### config.mk
export PLATFORM = sky130hd
export DESIGN_NAME = uart_baud_gen
export DESIGN_NICKNAME = d
export VERILOG_FILES = /design/src/rtl/uart_baud_gen.sv
export SDC_FILE = /design/constraint.sdc
export NUM_CORES = 1
export LEC_CHECK = 0
export ABC_CLOCK_PERIOD_IN_PS = 7800
export CORE_ASPECT_RATIO = 1.5
export CORE_MARGIN = 2
export CORE_UTILIZATION = 35
export CTS_CLUSTER_SIZE = 16
export DETAILED_ROUTE_END_ITERATION = 10
export GPL_ROUTABILITY_DRIVEN = 0
export GPL_TIMING_DRIVEN = 0
export PLACE_DENSITY = 0.55
export SLEW_MARGIN = 30
export SYNTH_ARGS = -nofsm -noshare
export SYNTH_HDL_FRONTEND = slang
export SYNTH_SLANG_ARGS = --single-unit
### constraint.sdc
create_clock -name i_clk -period 7.8 [get_ports i_clk]
set_input_delay 1.17 -clock i_clk [delete_from_list [all_inputs] [get_ports i_clk]]
set_output_delay 1.17 -clock i_clk [all_outputs]
set_load 0.1 [all_outputs]
### src/rtl/uart_baud_gen.sv
// -----------------------------------------------------------------------------
// uart_baud_gen
//
// Runtime-programmable UART oversample / bit tick generator.
//
// A divider counter runs 0..P-1 and raises o_tick for the single cycle where
// it holds P-1. P is the active integer divisor div_act. With the fractional
// option enabled, P is div_act+1 for the period that follows a carry out of
// the fractional accumulator. Every o_tick advances o_sample_idx. o_bit_tick
// marks the o_tick that closes a bit, which is the last oversample slot.
//
// A new divisor is written to a shadow register and waits there (pending)
// until the next period boundary or resync, so a running period is never cut
// short or stretched. o_div_ack pulses for one cycle after the new value
// becomes active.
//
// Optional feature macro: UART_BAUD_FRAC_EN (fractional divisor).
//
// Ports
//   i_clk         system clock, all logic on rising edge
//   i_reset       synchronous, active-high reset
//   i_enable      1 = count; 0 = freeze counter/index/accumulator, no ticks
//   i_resync      clear divider counter, sample index and accumulator
//   i_div_load    one-cycle strobe capturing i_div_int / i_div_frac
//   i_div_int     integer clocks per o_tick (values below 2 act as 2)
//   i_div_frac    fractional part in units of 2^-FRAC_BITS (feature only)
//   o_div_ack     one-cycle pulse: the newly loaded divisor is active
//   o_tick        one-cycle oversample tick
//   o_bit_tick    one-cycle pulse coincident with the last o_tick of a bit
//   o_sample_idx  index of the current oversample slot
// -----------------------------------------------------------------------------
module uart_baud_gen #(
   parameter int unsigned CLK_FREQ_HZ  = 50000000,
   parameter int unsigned DEFAULT_BAUD = 19200,
   parameter int unsigned OVERSAMPLE   = 16,
   parameter int unsigned DIV_WIDTH    = 16,
   parameter int unsigned FRAC_BITS    = 4
) (
   input  logic                          i_clk,
   input  logic                          i_reset,
   input  logic                          i_enable,
   input  logic                          i_resync,
   input  logic                          i_div_load,
   input  logic [DIV_WIDTH-1:0]          i_div_int,
   input  logic [FRAC_BITS-1:0]          i_div_frac,
   output logic                          o_div_ack,
   output logic                          o_tick,
   output logic                          o_bit_tick,
   output logic [$clog2(OVERSAMPLE)-1:0] o_sample_idx
);

   localparam int unsigned IdxW = $clog2(OVERSAMPLE);
   // One spare bit so that div_act+1 never overflows the counter.
   localparam int unsigned CntW = DIV_WIDTH + 1;

   localparam logic [IdxW-1:0] IdxLast = IdxW'(OVERSAMPLE - 1);

   // Reset divisor derived from the clock and default baud rate.
   localparam longint unsigned TickRate = longint'(DEFAULT_BAUD) * longint'(OVERSAMPLE);
   localparam longint unsigned DivRaw   = longint'(CLK_FREQ_HZ) / TickRate;

   localparam logic [DIV_WIDTH-1:0] DivReset =
      (DivRaw < 64'd2) ? DIV_WIDTH'(2) : DIV_WIDTH'(DivRaw);

   // Divisors below 2 would leave no room for a counter state besides the
   // tick state, so they are raised to 2.
   function automatic logic [DIV_WIDTH-1:0] clamp_div(input logic [DIV_WIDTH-1:0] d);
      return (d < DIV_WIDTH'(2)) ? DIV_WIDTH'(2) : d;
   endfunction

   // --------------------------------------------------------------------------
   // State
   // --------------------------------------------------------------------------
   logic [CntW-1:0]      cnt_q, cnt_d;
   logic [IdxW-1:0]      idx_q, idx_d;
   logic [DIV_WIDTH-1:0] div_act_q, div_act_d;
   logic [DIV_WIDTH-1:0] div_shadow_q, div_shadow_d;
   logic                 pending_q, pending_d;
   logic                 ack_q, ack_d;

   // Set for the single period that takes one extra clock.
   logic                 extra;

   logic [CntW-1:0]      period;
   logic                 tick;
   logic                 apply;
   logic [DIV_WIDTH-1:0] div_next;

   // --------------------------------------------------------------------------
   // Fractional accumulator
   // --------------------------------------------------------------------------
`ifdef UART_BAUD_FRAC_EN
   localparam longint unsigned FracRaw =
      ((longint'(CLK_FREQ_HZ) - DivRaw * TickRate) << FRAC_BITS) / TickRate;
   localparam logic [FRAC_BITS-1:0] FracReset = FRAC_BITS'(FracRaw);

   logic [FRAC_BITS-1:0] frac_act_q, frac_act_d;
   logic [FRAC_BITS-1:0] frac_shadow_q, frac_shadow_d;
   logic [FRAC_BITS-1:0] frac_acc_q, frac_acc_d;
   logic                 extra_q, extra_d;
   logic [FRAC_BITS:0]   frac_sum;

   assign extra = extra_q;

   always_comb begin
      frac_act_d    = frac_act_q;
      frac_shadow_d = frac_shadow_q;
      frac_acc_d    = frac_acc_q;
      extra_d       = extra_q;
      frac_sum      = {1'b0, frac_acc_q} + {1'b0, frac_act_q};

      if (i_div_load) begin
         frac_shadow_d = i_div_frac;
      end
      if (apply) begin
         frac_act_d = i_div_load ? i_div_frac : frac_shadow_q;
      end

      if (i_resync) begin
         frac_acc_d = '0;
         extra_d    = 1'b0;
      end else if (tick) begin
         // The carry decides the length of the period that starts now.
         frac_acc_d = frac_sum[FRAC_BITS-1:0];
         extra_d    = frac_sum[FRAC_BITS];
      end
   end

   always_ff @(posedge i_clk) begin
      if (i_reset) begin
         frac_act_q    <= FracReset;
         frac_shadow_q <= '0;
         frac_acc_q    <= '0;
         extra_q       <= 1'b0;
      end else begin
         frac_act_q    <= frac_act_d;
         frac_shadow_q <= frac_shadow_d;
         frac_acc_q    <= frac_acc_d;
         extra_q       <= extra_d;
      end
   end
`else
   logic unused_frac;

   assign extra       = 1'b0;
   assign unused_frac = ^i_div_frac;
`endif

   // --------------------------------------------------------------------------
   // Tick decode
   // --------------------------------------------------------------------------
   always_comb begin
      period = {1'b0, div_act_q} + CntW'(extra);
      tick   = !i_reset && i_enable && !i_resync && (cnt_q == (period - CntW'(1)));
   end

   // A waiting divisor (or one arriving this very cycle) takes over at a
   // period boundary or on resync, never mid-period.
   always_comb begin
      apply    = !i_reset && (tick || i_resync) && (pending_q || i_div_load);
      div_next = i_div_load ? clamp_div(i_div_int) : div_shadow_q;
   end

   // --------------------------------------------------------------------------
   // Next state
   // --------------------------------------------------------------------------
   always_comb begin
      cnt_d        = cnt_q;
      idx_d        = idx_q;
      div_act_d    = div_act_q;
      div_shadow_d = div_shadow_q;
      pending_d    = pending_q;
      ack_d        = apply;

      if (i_div_load) begin
         div_shadow_d = clamp_div(i_div_int);
         pending_d    = 1'b1;
      end
      if (apply) begin
         div_act_d = div_next;
         pending_d = 1'b0;
      end

      if (i_resync) begin
         cnt_d = '0;
         idx_d = '0;
      end else if (i_enable) begin
         if (tick) begin
            cnt_d = '0;
            idx_d = (idx_q == IdxLast) ? '0 : idx_q + IdxW'(1);
         end else begin
            cnt_d = cnt_q + CntW'(1);
         end
      end
   end

   always_ff @(posedge i_clk) begin
      if (i_reset) begin
         cnt_q        <= '0;
         idx_q        <= '0;
         div_act_q    <= DivReset;
         div_shadow_q <= DivReset;
         pending_q    <= 1'b0;
         ack_q        <= 1'b0;
      end else begin
         cnt_q        <= cnt_d;
         idx_q        <= idx_d;
         div_act_q    <= div_act_d;
         div_shadow_q <= div_shadow_d;
         pending_q    <= pending_d;
         ack_q        <= ack_d;
      end
   end

   // --------------------------------------------------------------------------
   // Outputs
   // --------------------------------------------------------------------------
   always_comb begin
      o_tick       = tick;
      o_bit_tick   = tick && (idx_q == IdxLast);
      o_sample_idx = idx_q;
      o_div_ack    = ack_q;
   end

endmodule

# Word-level counts from Yosys, hierarchy flattened
# Index checks and enable logic that the tools add are counted.
[totals]
ff_bits = 55
input_bits = 25
[op_classes]
n_addsub = 3
magnitude_cmp = 1
n_eq_ne = 2
muxes = 4
n_reduce_logical = 13
[op_table]
columns = ["operator", "n"]
rows = [
  ["$mux W16", 2],
  ["$add A17 B1 Y17 const B", 1],
  ["$eq A17 B17 Y1", 1],
  ["$mux W17", 1],
  ["$sub A16 B1 Y17 const B", 1],
  ["$lt A16 B2 Y1 const B", 1],
  ["$logic_and A1 B1 Y1", 6],
  ["$add A4 B1 Y4 const B", 1],
  ["$eq A4 B4 Y1 const B", 1],
  ["$mux W4", 1],
  ["$reduce_or A2 Y1", 2],
  ["$logic_not A1 Y1", 2],
  ["$logic_or A1 B1 Y1", 2],
  ["$reduce_and A2 Y1", 1],
]

# Depth between registers and ports, before layout
[logic_depth]
ltp_word = 8
depth_mapped = 13
mapped_depth_nobuf = 9

# Least setup slack after synthesis
# OpenSTA, ideal clock, no wires.
[synth_path]
path_kind = "register to output"
from = "register div_act_q[0]"
to = "output port o_bit_tick"
arrival_time_ps = 5706
slack_ps = 924
path_stages_with_launch = 12
cell_sequence = "dfxtp_1 inv_1 ha_1 buf_4 or4b_1 clkbuf_1 nor4_1 xor2_1 nand3_1 or4_1 a211oi_1 and4_1"
[synth_between]
elab_chain_len = 4
[synth_lines]
columns = ["element", "line_no", "source"]
rows = [
  ["start: declaration", "76", "logic [DIV_WIDTH-1:0] div_act_q, div_act_d;"],
  ["start signal: assignment", "201", "div_act_q <= DivReset;"],
  ["start signal: assignment", "208", "div_act_q <= div_act_d;"],
  ["$sub A16 B1 Y17", "154", "tick = !i_reset && i_enable && !i_resync && (cnt_q == (period - CntW'(1)));"],
  ["$eq A17 B17 Y1", "154", ""],
  ["$logic_and A1 B1 Y1", "154", ""],
  ["named net o_tick", "47", "output logic o_tick,"],
  ["$logic_and A1 B1 Y1", "220", "o_bit_tick = tick && (idx_q == IdxLast);"],
  ["end: declaration", "48", "output logic o_bit_tick,"],
]
# The timed path passes the listed nets, and every way through them passes these cells.

# Worst setup path after layout
[layout_path]
from = "register div_act_q[0]"
to = "output port o_bit_tick"
[layout_between]
elab_chain_len = 4
[layout_lines]
columns = ["element", "line_no"]
rows = [
  ["$sub A16 B1 Y17", "154"],
  ["$eq A17 B17 Y1", "154"],
  ["$logic_and A1 B1 Y1", "154"],
  ["$logic_and A1 B1 Y1", "220"],
]
# No other way between the ends.

==> run_results.csv <==
group,metric,value,unit
timing,hold_violations,0,
logic_synthesis,synth_ff_type,"dfxtp_1",
final_layout,layout_commonest_cell,"dfxtp_1",
critical_path,crit_type,"reg -> out",
routing,wl_per_cell,15.0,um
critical_path,crit_fanout,9,
critical_path,crit_buf_inv,4,
final_layout,drive_above_1_share,10.7,%
critical_path,crit_family,"simple AND/OR/NAND/NOR gates",
floorplan,die_h,116,um
final_layout,fin_nets,381,
cts,ctsHoldBuffers,0,
floorplan,die_x,79.0,um
routing,drt-total-wl,6920,um
logic_synthesis,synth_nets,349,
floorplan,rows,41,
routing,drt_iter0_markers,72,
logic_synthesis,yosysWarnings,0,
routing,dr.pass1.iters,4,
placed_design,port_buffers,25,
cts,cts_sinks,55,
timing,finalSetupTns,0,ns
global_routing,busiest_layer,"met2",
routing,viasPerCell,5.20,
timing,layout_worst_path_cycle_share,76.7,%
timing,min_period,5.98,ns
cts,cts_setup_buffers,0,
cts,cts_resized,0,
cts,insertion_delay,0.30,ns
global_routing,antenna_found_initial,0,
timing,grt_setup_unrepaired,"no",
cts,clk_pin_slew_worst_paths,0.07,ns
job,max-cap-violations,0,
floorplan,die_area,0.00920,sq mm
logic_synthesis,ys_ff_latch,55,
logic_synthesis,synth-edff-count,0,
pwr,leakagePower,0.00126,uW
timing,worstMarginPinSlew,0.974,ns
pwr,power_per_cell_area,177,mW/mm^2
final_layout,area_delta_synth_final,18.4,%
floorplan,start_util,35.5,%
global_routing,grt_usage,16.1,%
floorplan,num_io_pins,32,
logic_synthesis,syn-mean-instance-area,9.19,sq um
routing,drc,0,
cts,cts_buffer_depth,2,
critical_path,cp_data_required_time,6.63,ns
routing,vias,2395,
global_routing,grt_pass1_wl,11500,um
run_status,status,"completed",
logic_synthesis,syn_area,0.00295,sq mm
timing,fin_worst_skew,0.00261,ns
logic_synthesis,netlist_instances,321,
cts,cts_buffers,5,
pwr,max-vdd-ir-drop,79.0,uV
cts,root_buffer,"clkbuf_16",
timing,setup_viol,0,
placed_design,dp_hpwl,5330,um
floorplan,core_area,0.00831,sq mm
final_layout,layout_common_cells,"dfxtp_1 (55), nor2_1 (46), clkdlybuf4s50_1 (25)",
timing,relSlewSlack,34.9,%
global_routing,grt_max_degree,19,
timing,clock.fmax,0.167,GHz
global_routing,grt_pass1_vias,2316,
timing,holdWs,0.468,ns
critical_path,critical_path.cell_chain,"inv_1 > ha_1 > buf_4 > or4b_1 > clkbuf_1 > nor4_1 > xor2_1 > nand3_1 > or4_1 > a211oi_1 > and4_1 > clkdlybuf4s50_1",
cts,htreeDepth,2,
logic_synthesis,synth.distinct_cells,60,
final_layout,antenna_cells,0,
critical_path,critPathLaunchType,"flip-flop",
worst_hold_path,hp-class,"reg -> reg",
critical_path,crit_slowest_cell,"clkdlybuf4s50_1",
global_routing,met1_usage,17.9,%
global_routing,use_met3,2.16,%
critical_path,critPathMaxStageDelay,1.12,ns
logic_synthesis,synthArstFlopShare,0,%
timing,slew_viol_final,0,
global_routing,use_met2,30.8,%
global_routing,grt_overflow_total,0,
critical_path,arrival,4.81,ns
logic_synthesis,synth-seq-area-share,37.3,%
critical_path,end_kind,"output port",
cts,cts_tree,"built",
routing,drt.antenna.violating_nets,0,
[cell usage after synthesis, types with 5 or more instances]
| cell | n | share of area [%] |
|---|---|---|
| a21oi_1 | 7 | 1.2 |
| clkbuf_1 | 11 | 1.4 |
| dfxtp_1 | 55 | 37 |
| mux2_1 | 7 | 2.7 |
| mux2_2 | 8 | 3.1 |
| mux2i_1 | 12 | 4.1 |
| nand2_1 | 10 | 1.3 |
| nand3_1 | 9 | 1.5 |
| nand4_1 | 5 | 1.1 |
| nor2_1 | 46 | 5.9 |
| nor2b_1 | 14 | 3.0 |
| nor3_1 | 11 | 1.9 |
| or2_2 | 6 | 1.3 |
| or3_1 | 5 | 1.1 |
| xnor2_1 | 17 | 5.0 |
| xor2_1 | 19 | 5.6 |
[final timing paths]
| check | start | to | slack, ns | cells past startpoint |
|---|---|---|---|---|
| max reg2reg | div_act_q[0] | div_act_q[1] | 3.91 | 12 |
| min | div_shadow_q[5] | div_shadow_q[5] | 0.47 | 1 |
| min reg2reg | div_shadow_q[5] | div_shadow_q[5] | 0.47 | 1 |
| max | div_act_q[0] | o_bit_tick | 1.82 | 12 |
[stage by stage]
stage               util (%)  total power (uW)  std cells  setup slack, ns  area [sq um]
floorplan                  -               358        321            0.924          2950
global placement        40.1               385        453             2.02          3330
detailed placement      40.1               385        453             2.02          3330
CTS                     42.0               627        461             1.83          3490
global route            42.0               647        461             1.61          3490
finish                  42.0               619        461             1.82          3490
[registers in the layout (all words and copies together) (netlist names)]
name          flops
o_sample_idx      4
cnt_q            17
div_shadow_q     16
div_act_q        16
pending_q         1
o_div_ack         1
[area by class of cell]
type / instances / area [sq um]
Buffer: 17 / 78.8
Clock buffer: 6 / 139
Sequential cell: 55 / 1100
Tap cell: 107 / 134
Clock inverter: 2 / 20.0
Fill cell: 847 / 4820
Multi-Input combinational cell: 245 / 1760
Inverter: 4 / 15.0
Timing Repair Buffer: 25 / 250
[routing by layer]
metal  up-vias  wire, um
met4         0       111
met3         7       124
met1      1150      2850
met5         -         0
met2        26      3840
li1       1212         -
[report_power, final]
group          total (uW)  switching (uW)  internal, uW
registers             300            9.53           291
clock network         240             110           131
logic                78.3            41.4          36.8
[logic make-up after synthesis]
| logic type | share of synthesized area, % |
|---|---|
| XOR/XNOR | 10.7 |
| multiplexers | 9.80 |
| adder cells (fa/ha/maj) | 1.27 |
| buffers and inverters | 3.18 |
| flip-flops | 37.3 |
| AND/OR/NAND/NOR | 24.8 |
| AO/OA/AOI/OAI | 12.9 |
(Power assumes the default switching activity.)
